===== src/rtl/fifo_rd_ctrl_pkg.sv =====
// rtl/fifo_rd_ctrl_pkg.sv - shared pointer helpers for the async FIFO controllers
package fifo_rd_ctrl_pkg;

  localparam int PTR_MAX_W = 32;

  function automatic logic [PTR_MAX_W-1:0] bin2gray(input logic [PTR_MAX_W-1:0] b);
    return b ^ (b >> 1);
  endfunction

endpackage


===== src/rtl/fifo_rd_ctrl_gray2bin.sv =====
// rtl/fifo_rd_ctrl_gray2bin.sv - combinational Gray to binary conversion
module fifo_rd_ctrl_gray2bin #(
  parameter int W = 5
) (
  input  logic [W-1:0] gray,
  output logic [W-1:0] bin
);

  // Each binary bit is the XOR of all Gray bits at or above it.
  for (genvar i = 0; i < W; i++) begin : g_bit
    assign bin[i] = ^gray[W-1:i];
  end

endmodule


===== src/rtl/fifo_rd_ctrl.sv =====
// rtl/fifo_rd_ctrl.sv - async FIFO read-domain controller with FWFT output register
module fifo_rd_ctrl
  import fifo_rd_ctrl_pkg::*;
#(
  parameter int ASIZE     = 4,
  parameter int DSIZE     = 8,
  parameter int AE_THRESH = 2
) (
  input  logic             rclk,
  input  logic             rrst_n,
  input  logic [ASIZE:0]   s_wptr,
  output logic [ASIZE:0]   rptr,
  output logic [ASIZE-1:0] raddr,
  output logic             ren,
  input  logic [DSIZE-1:0] mem_rdata,
  output logic [DSIZE-1:0] rdata,
  output logic             rvalid,
  input  logic             rready,
  output logic             rempty,
  output logic             ralmost_empty,
  output logic [ASIZE:0]   rcount,
  output logic             rerr
);

  localparam int PW = ASIZE + 1;
  localparam logic [PW-1:0] DEPTH = PW'(2 ** ASIZE);
  localparam logic [PW-1:0] AE_T  = PW'(AE_THRESH);

  logic [PW-1:0] rbin;
  logic [PW-1:0] rbinnext;
  logic [PW-1:0] rgraynext;
  logic [PW-1:0] wbin_s;
  logic [PW-1:0] occ_next;

  fifo_rd_ctrl_gray2bin #(.W(PW)) u_wptr_g2b (
    .gray (s_wptr),
    .bin  (wbin_s)
  );

  // rempty is registered, so the read strobe never loops back on itself.
  assign ren       = !rempty && (!rvalid || rready);
  assign rbinnext  = rbin + PW'(ren);
  assign rgraynext = PW'(bin2gray(PTR_MAX_W'(rbinnext)));
  assign occ_next  = wbin_s - rbinnext;
  assign raddr     = rbin[ASIZE-1:0];

  always_ff @(posedge rclk or negedge rrst_n) begin
    if (!rrst_n) begin
      rbin          <= '0;
      rptr          <= '0;
      rempty        <= 1'b1;
      rcount        <= '0;
      ralmost_empty <= 1'b1;
      rerr          <= 1'b0;
    end else begin
      rbin          <= rbinnext;
      rptr          <= rgraynext;
      rempty        <= (rgraynext == s_wptr);
      rcount        <= occ_next;
      ralmost_empty <= (occ_next <= AE_T);
      if (occ_next > DEPTH) rerr <= 1'b1;
    end
  end

  // A load and a transfer in the same cycle keep rvalid high for back-to-back words.
  always_ff @(posedge rclk or negedge rrst_n) begin
    if (!rrst_n) begin
      rdata  <= '0;
      rvalid <= 1'b0;
    end else if (ren) begin
      rdata  <= mem_rdata;
      rvalid <= 1'b1;
    end else if (rvalid && rready) begin
      rvalid <= 1'b0;
    end
  end

endmodule


===== config.mk =====
export PLATFORM = sky130hd
export DESIGN_NAME = fifo_rd_ctrl
export DESIGN_NICKNAME = d
export VERILOG_FILES = /design/src/rtl/fifo_rd_ctrl_pkg.sv /design/src/rtl/fifo_rd_ctrl_gray2bin.sv /design/src/rtl/fifo_rd_ctrl.sv
export SDC_FILE = /design/constraint.sdc
export NUM_CORES = 1
export LEC_CHECK = 0
export CAP_MARGIN = 20
export CORE_UTILIZATION = 35
export DETAILED_ROUTE_END_ITERATION = 7
export HOLD_SLACK_MARGIN = 0.08
export PLACE_DENSITY = 0.74
export SKIP_CTS_REPAIR_TIMING = 1
export SLEW_MARGIN = 15
export SYNTH_ARGS = -nofsm -noshare
export SYNTH_HDL_FRONTEND = slang
export SYNTH_SLANG_ARGS = --single-unit

===== constraint.sdc =====
create_clock -name rclk -period 4.5 [get_ports rclk]
set_input_delay 0.9 -clock rclk [delete_from_list [all_inputs] [get_ports rclk]]
set_output_delay 0.9 -clock rclk [all_outputs]
set_load 0.05 [all_outputs]

### Yosys cells after proc, flatten, opt, wreduce, memory -nomap -nowiden

Index checks and enable logic that the tools add are counted.

* register bits: 27
* input port bits: 16

* add/subtract/negate cells: 2
* magnitude comparators: 2
* equal/unequal tests: 1
* mux-type cells: 2
* bitwise logic cells: 1
* reduce and logical (&&, ||, !) cells: 10

Operator list (count)
* 5-bit by 1-bit adder with 5-bit output: 1
* 5-bit == test: 1
* 5-bit greater-than comparator (second input constant): 1
* 5-bit by 2-bit <= comparator with 1-bit output (second input constant): 1
* 5-bit XOR reduction: 1
* 5-bit subtractor: 1
* 5-bit by 4-bit XOR with 5-bit output: 1
* 4-bit XOR reduction: 1
* 3-bit XOR reduction: 1
* 1-bit logical AND: 2
* 1-bit logical NOT: 2
* 1-bit two-way mux: 2
* 2-bit nonzero test: 1
* 2-bit XOR reduction: 1
* 1-bit logical OR: 1

### Logic depth before layout (Yosys ltp)

* word-level depth: 6
* gate-level depth with buffers: 12
* depth with buffers taken out: 12

### Hierarchy

A second synthesis with hierarchy kept.

* cells, all modules: 102
* area total of the unflattened synthesis: 1285.0 um2

By module, submodules not included
* fifo_rd_ctrl: instances 1, cells an instance 96, area an instance 1212.4 um2, sequential area each 653.1 um2
* fifo_rd_ctrl_gray2bin: instances 1, cells an instance 6, area an instance 72.6 um2, sequential area each 0.0 um2

### Worst setup path after synthesis

Ideal clock, no wire load.

* kind: input -> register
* start: input rready
* end: register rerr
* library setup time: 0.126 ns
* arrival time: 4.245 ns
* setup slack: 0.129 ns
* stages on the path: 10
* buffers on the path: 0
* cells stage by stage: inv_1 -> a21oi_1 -> ha_1 -> ha_1 -> xor2_2 -> inv_1 -> ha_1 -> a221o_1 -> xor2_1 -> o311a_1

* word-level cells in the longest chain between the ends: 5

Ends and longest elaborated chain
* start: declaration: RTL line fifo_rd_ctrl.sv:18 `input logic rready,`
* 1-bit logical OR: RTL line fifo_rd_ctrl.sv:41 `assign ren = !rempty && (!rvalid || rready);`
* 1-bit logical AND: RTL line fifo_rd_ctrl.sv:41
* net ren: RTL line fifo_rd_ctrl.sv:14 `output logic ren,`
* 5-bit by 1-bit adder with 5-bit output: RTL line fifo_rd_ctrl.sv:42 `assign rbinnext = rbin + PW'(ren);`
* net rbinnext[2]: RTL line fifo_rd_ctrl.sv:30 `logic [PW-1:0] rbinnext;`
* 5-bit subtractor: RTL line fifo_rd_ctrl.sv:44 `assign occ_next = wbin_s - rbinnext;`
* net occ_next[3]: RTL line fifo_rd_ctrl.sv:33 `logic [PW-1:0] occ_next;`
* 5-bit greater-than comparator: RTL line fifo_rd_ctrl.sv:61 `if (occ_next > DEPTH) rerr <= 1'b1;`
* end signal: assignment: RTL line fifo_rd_ctrl.sv:54 `rerr <= 1'b0;`
* end signal: assignment: RTL line fifo_rd_ctrl.sv:61
* end: declaration: RTL line fifo_rd_ctrl.sv:22 `output logic rerr`

The timed path passes the listed nets, and every way through them passes these cells.
A chain may end at the register's enable or synchronous reset.

### Worst setup path in the final report

* start: input s_wptr[3]
* end: register ralmost_empty

* word-level cells in the longest chain between the ends: 3
* elaborated cells on any way between the ends: 6
* classes of those cells: add/sub (1); order compare (1); reduce/logical (4)

Ends and longest elaborated chain
* start: declaration: RTL line fifo_rd_ctrl.sv:11 `input logic [ASIZE:0] s_wptr,`
* 5-bit XOR reduction, or another cell as far along: RTL line fifo_rd_ctrl_gray2bin.sv:11 `assign bin[i] = ^gray[W-1:i];`
* 5-bit subtractor (*): RTL line fifo_rd_ctrl.sv:44
* net occ_next[2]: RTL line fifo_rd_ctrl.sv:33
* 5-bit by 2-bit <= comparator with 1-bit output (*): RTL line fifo_rd_ctrl.sv:60 `ralmost_empty <= (occ_next <= AE_T);`
* end signal: assignment: RTL line fifo_rd_ctrl.sv:60
* end: declaration: RTL line fifo_rd_ctrl.sv:20 `output logic ralmost_empty,`

The timed path passes the listed nets; every way through them passes the cells marked *.

==> flow_summary_export.csv <==
group,metric,value,unit
global_route,antenna_found_initial,0,
clocking,clk_latency,0.31,ns
global_route,grt_pass1_vias,861,
layout,final_util,52.5,%
global_route,grt_max_degree,27,
yosys,synth_cell_type_count,28,
place,io_buffers,42,
yosys,synth_top_family_by_area,"XOR/XNOR gates",
floorplanning,num_io_pins,43,
worst_setup_path,crit-reg2reg-launch,"rempty",
job,drv_cap,0,
timing,worst_pin_slew,0.566,ns
timing,finalSetupViolCount,0,
clocking,clock_path_buffers,2,
layout,mostFrequentLayoutCells,"clkdlybuf4s50_1, dfrtp_1, xor2_1",
floorplanning,dieArea,3810,um^2
timing,period_minus_slack,3.89,ns
timing,skew,0.00714,ns
yosys,ys_ff_latch,26,
min_path,holdCritStartpoint,"rempty",
timing,max_freq,0.257,GHz
worst_setup_path,r2r_slack,1.61,ns
floorplanning,die_w,61.7,um
yosys,synth_seq_area_share,52.4,%
worst_setup_path,worstReg2RegEnd,"ralmost_empty",
yosys,yosys.area_share.simple,6.42,%
timing,drv_slew,0,
global_route,grt_overflow,0,
worst_setup_path,criticalPathCategory,"input pin to flop",
worst_setup_path,crit_fanout,4,
yosys,synth_xor_area_share,18.4,%
route,wl_per_cell,12.4,um
route,drtIter0Drc,11,
yosys,syn_area_per_cell,12.9,um^2
run_status,status,"complete, no violations",
layout,layout_commonest_cell,"clkdlybuf4s50_1",
place,placed_area,1730,um^2
layout,area_growth,41.4,%
floorplanning,rows,21,
route,dr.pass1.iters,2,
yosys,syn_inst,97,
clocking,cts.clk_slew.worst_paths,0.13,ns
layout,diodes,0,
worst_setup_path,reg2reg_depth,11,
yosys,synth_area,1250,um^2
worst_setup_path,crit_path_end_kind,"flop",
place,dpl.hpwl,1930,um
min_path,holdPathStages,1,
route,ant_nets,0,
yosys,synth_fa_ha_area_share,7.62,%
yosys,yosys-mux-area-fraction,7.22,%
layout,nets,168,
clocking,cts_sinks,26,
global_route,grtUsageTotal,13.8,%
global_route,grt_pass1_wl,3730,um
clocking,clockRootBuffer,"clkbuf_4",
yosys,synth_compound_area_share,5.32,%
yosys,yosysWarningCount,0,
place,place_congestion,0.918,
timing,rsz0062_at_grt,"no",
floorplanning,start_util,37.1,%
timing,slew-limit-headroom,62.3,%
floorplanning,die_h,61.7,um
clocking,cts_inserted_buffers,3,
timing,fin_crit_sh,86.5,%
timing,hold_viol,0,
yosys,syn_nets,120,
route,viasPerCell,4.57,
min_path,min_path_type,"flop to flop",
clocking,cts_htree_levels,1,
floorplanning,core-area,3360,um^2
clocking,cts_tree,"yes",
layout,fin_area,1760,um^2
worst_setup_path,startpoint_type,"input pin",
timing,fin_setup_tns,0,ns
route,vias,869,
route,wl,2360,um
layout,drive_above_1_share,13.2,%
min_path,min_to,"rvalid",
route,post-route-drc-count,0,
worst_setup_path,cp.required,4.72,ns
worst_setup_path,cp.arrival,4.11,ns
## worst max-delay path by stage
stage / from / end / slack [ns] / depth (start not counted)
after floorplan: rready / rerr / 0.13 / 10
after global placement: s_wptr[3] / ralmost_empty / 0.47 / 12
after detailed placement: s_wptr[3] / ralmost_empty / 0.26 / 12
after CTS: s_wptr[3] / ralmost_empty / 0.59 / 12
after global routing: s_wptr[3] / ralmost_empty / 0.43 / 12
final: s_wptr[3] / ralmost_empty / 0.61 / 12
## through the flow
step	setup slack (ns)	hold slack, ns	std cells
after floorplan	0.129	0.573	97
after global placement	0.469	0.450	186
after detailed placement	0.259	0.463	186
after CTS	0.586	0.494	190
after global routing	0.429	0.503	190
final	0.609	0.487	190
## flip-flops by register name, indices dropped and copies added, names as in the netlist
name,count
rdata,8
ralmost_empty,1
rempty,1
rvalid,1
rerr,1
rcount,5
rptr,4
rbin,5
## area by class of cell
| cell class | instances | area (um^2) |
|---|---|---|
| multi-input combinational | 62 | 561 |
| fill | 313 | 1600 |
| timing repair buffer | 43 | 423 |
| sequential | 26 | 653 |
| inverter | 9 | 33.8 |
| clock buffer | 4 | 36.3 |
| tap | 46 | 57.6 |
## cell usage after synthesis
cell type,number,area [um^2]
nand2_1,4,15.0
xor2_2,1,16.3
xor3_1,1,23.8
and3_1,1,6.26
ha_1,6,75.1
mux2_2,8,90.1
a31oi_1,1,6.26
a221o_1,1,10.0
o311a_1,1,10.0
a21oi_1,1,5.00
dfrtp_1,24,601
nand2b_1,1,6.26
nor2_1,3,11.3
a311oi_1,1,8.76
xnor3_1,1,22.5
xor2_1,12,105
nor3_1,2,10.0
inv_1,9,33.8
fa_1,1,20.0
or2_2,1,6.26
or3b_2,1,8.76
nor2b_1,1,6.26
o32ai_1,1,8.76
nand3_1,2,10.0
a21o_1,1,7.51
dfstp_2,2,52.6
o21ai_0,2,10.0
xnor2_1,7,61.3
## critical path, stage by stage
cell and delay [ns]:
clkdlybuf4s50_1 0.53, xnor3_1 0.48, xnor2_1 0.37, xnor2_1 0.19, ha_1 0.20, inv_1 0.06, fa_1 0.39, xor2_1 0.21
or2_2 0.31, o32ai_1 0.13, nor2_1 0.07, a311oi_1 0.27
## metal layers
| metal | GRT usage [%] | vias up | share of wire, % |
|---|---|---|---|
| met2 | 23.3 | 24 | 53 |
| met1 | 16.5 | 423 | 41 |
| met4 | 8.89 | 0 | 2.2 |
| met5 | 0 | - | 0 |
| met3 | 1.86 | 4 | 3.8 |
| li1 | - | 418 | - |
## cells by family (layout without fill, tap and decap cells)
family                   after synthesis  count (layout)
adder cells (fa/ha/maj)                7               7
flip-flops                            26              26
buffers and inverters                  9              56
XOR/XNOR                              22              22
AO/OA/AOI/OAI                          9               9
AND/OR/NAND/NOR                       16              16
multiplexers                           8               8
Power is not shown: default switching activity piles up to over one toggle a cycle in this logic, so the estimate is an artifact.
==> variant 1: new RTL, config.mk and constraints unchanged <==
The parameter `DSIZE` goes from 8 to 4.
--- a/src/rtl/fifo_rd_ctrl.sv
+++ b/src/rtl/fifo_rd_ctrl.sv
@@ -3,7 +3,7 @@
   import fifo_rd_ctrl_pkg::*;
 #(
   parameter int ASIZE     = 4,
-  parameter int DSIZE     = 8,
+  parameter int DSIZE     = 4,
   parameter int AE_THRESH = 2
 ) (
   input  logic             rclk,
Ports: changed (resized mem_rdata and rdata); port bits go from 43 to 35. No check against the original RTL was run, so the function may have changed too.
==> variant 1 against the unedited design <==
Sequential cell count shrank 4; largest cell class unchanged; design area decreased by 9.7%; setup slack gained 0.052 ns; maximum frequency increased by 1.3%; wire length down 6.5%; register-to-register slack worse by 0.04 ns; area after synthesis shrank 12%.
Power is not shown: default switching activity piles up to over one toggle a cycle in this logic, so the estimate is an artifact.
==> variant 1: results (changes against the unedited design) <==
[routing]
drt_iter0_drc = 20  ; was 11
drt_pass1_iterations = 5  ; was 2
wire_per_inst_um = 12.7  ; was 12.4 µm
routed-via-count = 806  ; was 869
finalWirelength_mm = 2.20  ; was 2.36 mm

[logic_synthesis]
synth-seq-area-share_pct = 50.2  ; was 52.4%
synth_common_cells = dfrtp_1 (20), xor2_1 (12), inv_1 (9)  ; was dfrtp_1 (24), xor2_1 (12), inv_1 (9)
synth_xor_area_share_pct = 20.8  ; was 18.4%
synthAdderAreaFrac_pct = 8.63  ; was 7.62%
syn-num-nets = 108  ; was 120
synth_cells = 89  ; was 97
synthTopCellsByArea = dfrtp_1 (45%), xor2_1 (9.5%), ha_1 (6.8%)  ; was dfrtp_1 (48%), xor2_1 (8.4%), mux2_2 (7.2%)

[grt]
grt_max_degree = 23  ; was 27
grtUsageMet1_pct = 15.8  ; was 16.5%
grt_pass1_vias = 839  ; was 861
grtUsageTotal_pct = 14.1  ; was 13.8%
met2_usage_pct = 25.6  ; was 23.3%

[place]
port_buffers = 34  ; was 42
hpwl_mm = 1.73  ; was 1.93 mm
place_congestion = 0.750  ; was 0.918
place_inst = 169  ; was 186

[run_status]
status = finished, final reports clean  ; unchanged

[critical_path]
cp_data_arrival_time_ns = 4.06  ; was 4.11 ns

[final_layout]
drive_gt1_share_pct = 12.3  ; was 13.2%
n_fill_cell = 277  ; was 313
reg_top3 = rbin x5, rcount x5  ; was rdata x8, rbin x5, rcount x5

[clock_tree]
cts.clk_slew.worst_paths_ns = 0.12

[sta]
max_slew_margin_pct = 65.5  ; was 62.3%
finClkSkew_ns = 0.00443  ; was 0.00714 ns

-- variant 1: cell types whose count changed after synthesis, sizes merged --
cell,before,now
dfrtp,24,20
mux2,8,4
-- variant 1: worst paths after layout --
check                           from       endpoint  slack [ns]
max in group asynchronous     rrst_n         rempty        3.17
hold / removal                rempty         rvalid        0.49
setup / recovery           s_wptr[3]  ralmost_empty        0.66
min in group asynchronous     rrst_n        rptr[2]        0.86
setup reg to reg              rempty  ralmost_empty        1.57
hold reg to reg               rempty         rvalid        0.49
-- variant 1: through the flow --
step,setup WS (ns),hold WS (ns),util [%],cell area (µm²)
floorplan,0.338,0.573,-,1100
global placement,0.470,0.452,50.0,1510
detailed placement,0.347,0.466,50.0,1510
CTS,0.676,0.496,51.7,1570
global route,0.489,0.529,52.6,1590
finish,0.660,0.489,52.6,1590
-- variant 1: metal layers --
metal / up-vias / wire length [µm]
met4: 0 / 28
li1: 384 / -
met5: - / 0
met2: 31 / 1110
met1: 389 / 942
met3: 2 / 123
-- variant 1: area by class of cell --
cell class	count	share of cell area (%)
Clock buffer	3	1.41
Clock inverter	1	1.89
Inverter	9	2.12
Multi-Input combinational cell	58	32.4
Sequential cell	22	34.7
Tap cell	44	3.46
Timing Repair Buffer	37	24.0
-- variant 1: cells by family after synthesis --
group / Yosys count
AO/OA/AOI/OAI: 9
adder cells (fa/ha/maj): 7
buffers and inverters: 9
AND/OR/NAND/NOR: 16
flip-flops: 22
XOR/XNOR: 22
multiplexers: 4
==> variant 2: new RTL, config.mk and constraints unchanged <==
Without the edit above. Reset style: synchronous (`rrst_n`), changed in 2 clocked blocks. Comments in the files are not updated.
--- a/src/rtl/fifo_rd_ctrl.sv
+++ b/src/rtl/fifo_rd_ctrl.sv
@@ -44,7 +44,7 @@
   assign occ_next  = wbin_s - rbinnext;
   assign raddr     = rbin[ASIZE-1:0];
 
-  always_ff @(posedge rclk or negedge rrst_n) begin
+  always_ff @(posedge rclk) begin
     if (!rrst_n) begin
       rbin          <= '0;
       rptr          <= '0;
@@ -63,7 +63,7 @@
   end
 
   // A load and a transfer in the same cycle keep rvalid high for back-to-back words.
-  always_ff @(posedge rclk or negedge rrst_n) begin
+  always_ff @(posedge rclk) begin
     if (!rrst_n) begin
       rdata  <= '0;
       rvalid <= 1'b0;
Check against the original RTL: differs if rrst_n is asserted again (counterexample within 4 cycles, from zero or initial values and one cycle with rrst_n low); with rrst_n held inactive, the same outputs for 10 cycles.
==> variant 2 against the unedited design <==
Via count increased by 21%; design area increased by 10%; wire length increased by 16%; setup slack got worse by 0.14 ns; worst hold slack got worse by 0.0042 ns; area after synthesis increased by 13%; non-clock buffer count unchanged; sequential cell count unchanged; count of clock-buffer cells in the layout decreased by 1; critical path type unchanged; critical endpoint is now ralmost_empty; largest cell class is now multi-input combinational cells.
==> variant 2: results (changes against the unedited design) <==
[logic_synthesis]
synthTopCellsByArea = dfxtp_1 (37%), mux2i_1 (7.8%), nor2b_1 (6.6%)  ; was dfrtp_1 (48%), xor2_1 (8.4%), mux2_2 (7.2%)
ys_async_sr_fraction_pct = 0  ; was 100%
synth_cell_types = 36  ; was 28
synth-seq-area-share_pct = 36.8  ; was 52.4%
synth_cells = 136  ; was 97
synthMuxAreaShare_pct = 7.79  ; was 7.22%
syn-num-nets = 159  ; was 120
synth_ff_type = dfxtp_1  ; was dfrtp_1
synth_xor_area_share_pct = 17.7  ; was 18.4%
synth_common_cells = dfxtp_1 (26), nor2b_1 (15), mux2i_1 (11)  ; was dfrtp_1 (24), xor2_1 (12), inv_1 (9)

[grt]
grtUsageTotal_pct = 13.9  ; was 13.8%
grt_pass1_wl_mm = 4.60  ; was 3.73 mm
grt_pass1_vias = 1045  ; was 861

[routing]
drt_iter0_drc = 26  ; was 11
wl_met2_mm = 1.44  ; was 1.25 mm
drt_pass1_iterations = 4  ; was 2
viasPerCell = 4.65  ; was 4.57
wl_met1_mm = 1.09  ; was 959 µm
wl_met3_um = 149  ; was 90 µm

[clock_tree]
root_buffer = clkbuf_8  ; was clkbuf_4
cts.clk_slew.worst_paths_ns = 0.08  ; was 0.13 ns
clkLatencyLatePin_ns = 0.26  ; was 0.31 ns

[place]
place_ws_ns = 0.179  ; was 0.259 ns
hpwl_mm = 2.19  ; was 1.93 mm
place_congestion = 0.850  ; was 0.918
post_dp_cell_area_um2 = 1870  ; was 1730 µm²
place_inst = 222  ; was 186

[sta]
fmax_mhz = 248  ; was 257 MHz
finClkSkew_ns = 0.00110  ; was 0.00714 ns
hold_ws_ns = 0.483  ; was 0.487 ns
worst_pin_slew_ns = 0.736  ; was 0.566 ns

[critical_path]
r2r-start = rvalid  ; was rempty
endpoint = ralmost_empty  ; unchanged
cp_data_arrival_time_ns = 4.20  ; was 4.11 ns
r2r_cells = 12  ; was 11
path_max_fanout = 5  ; was 4

[run_status]
status = finished, final reports clean  ; unchanged

[final_layout]
drive_gt1_share_pct = 8.43  ; was 13.2%
reg_top3 = rdata x8, rcount x5, rptr x5  ; was rdata x8, rbin x5, rcount x5
nets = 202  ; was 168
n_fill_cell = 332  ; was 313

[hold_path]
whs_endpoint = rvalid  ; unchanged

## variant 2: cell types whose count changed in the layout (fill, tap and decap cells not counted), sizes merged, moves of 5 or more
| cell | delta |
|---|---|
| and2 | +9 |
| dfrtp | -24 |
| dfxtp | +26 |
| mux2 | -8 |
| mux2i | +11 |
| nor2b | +14 |
| xor2 | -5 |
## variant 2: cell type report
| class | count | area, µm² | share of cell area (%) |
|---|---|---|---|
| flip-flops and latches | 26 | 520 | 26.8 |
| clock buffers | 3 | 41.3 | 2.13 |
| repair buffers | 43 | 428 | 22.0 |
| inverters | 7 | 26.3 | 1.35 |
| well taps | 48 | 60.1 | 3.09 |
| clock inverters | 1 | 30.0 | 1.55 |
| multi-input cells | 98 | 836 | 43.0 |
## variant 2: per-layer routing
layer | track usage [%] | vias to the layer above
li1 | - | 531
met1 | 14.9 | 484
met2 | 25.5 | 33
met3 | 1.91 | 4
met4 | 8.42 | 0
met5 | 0 | -
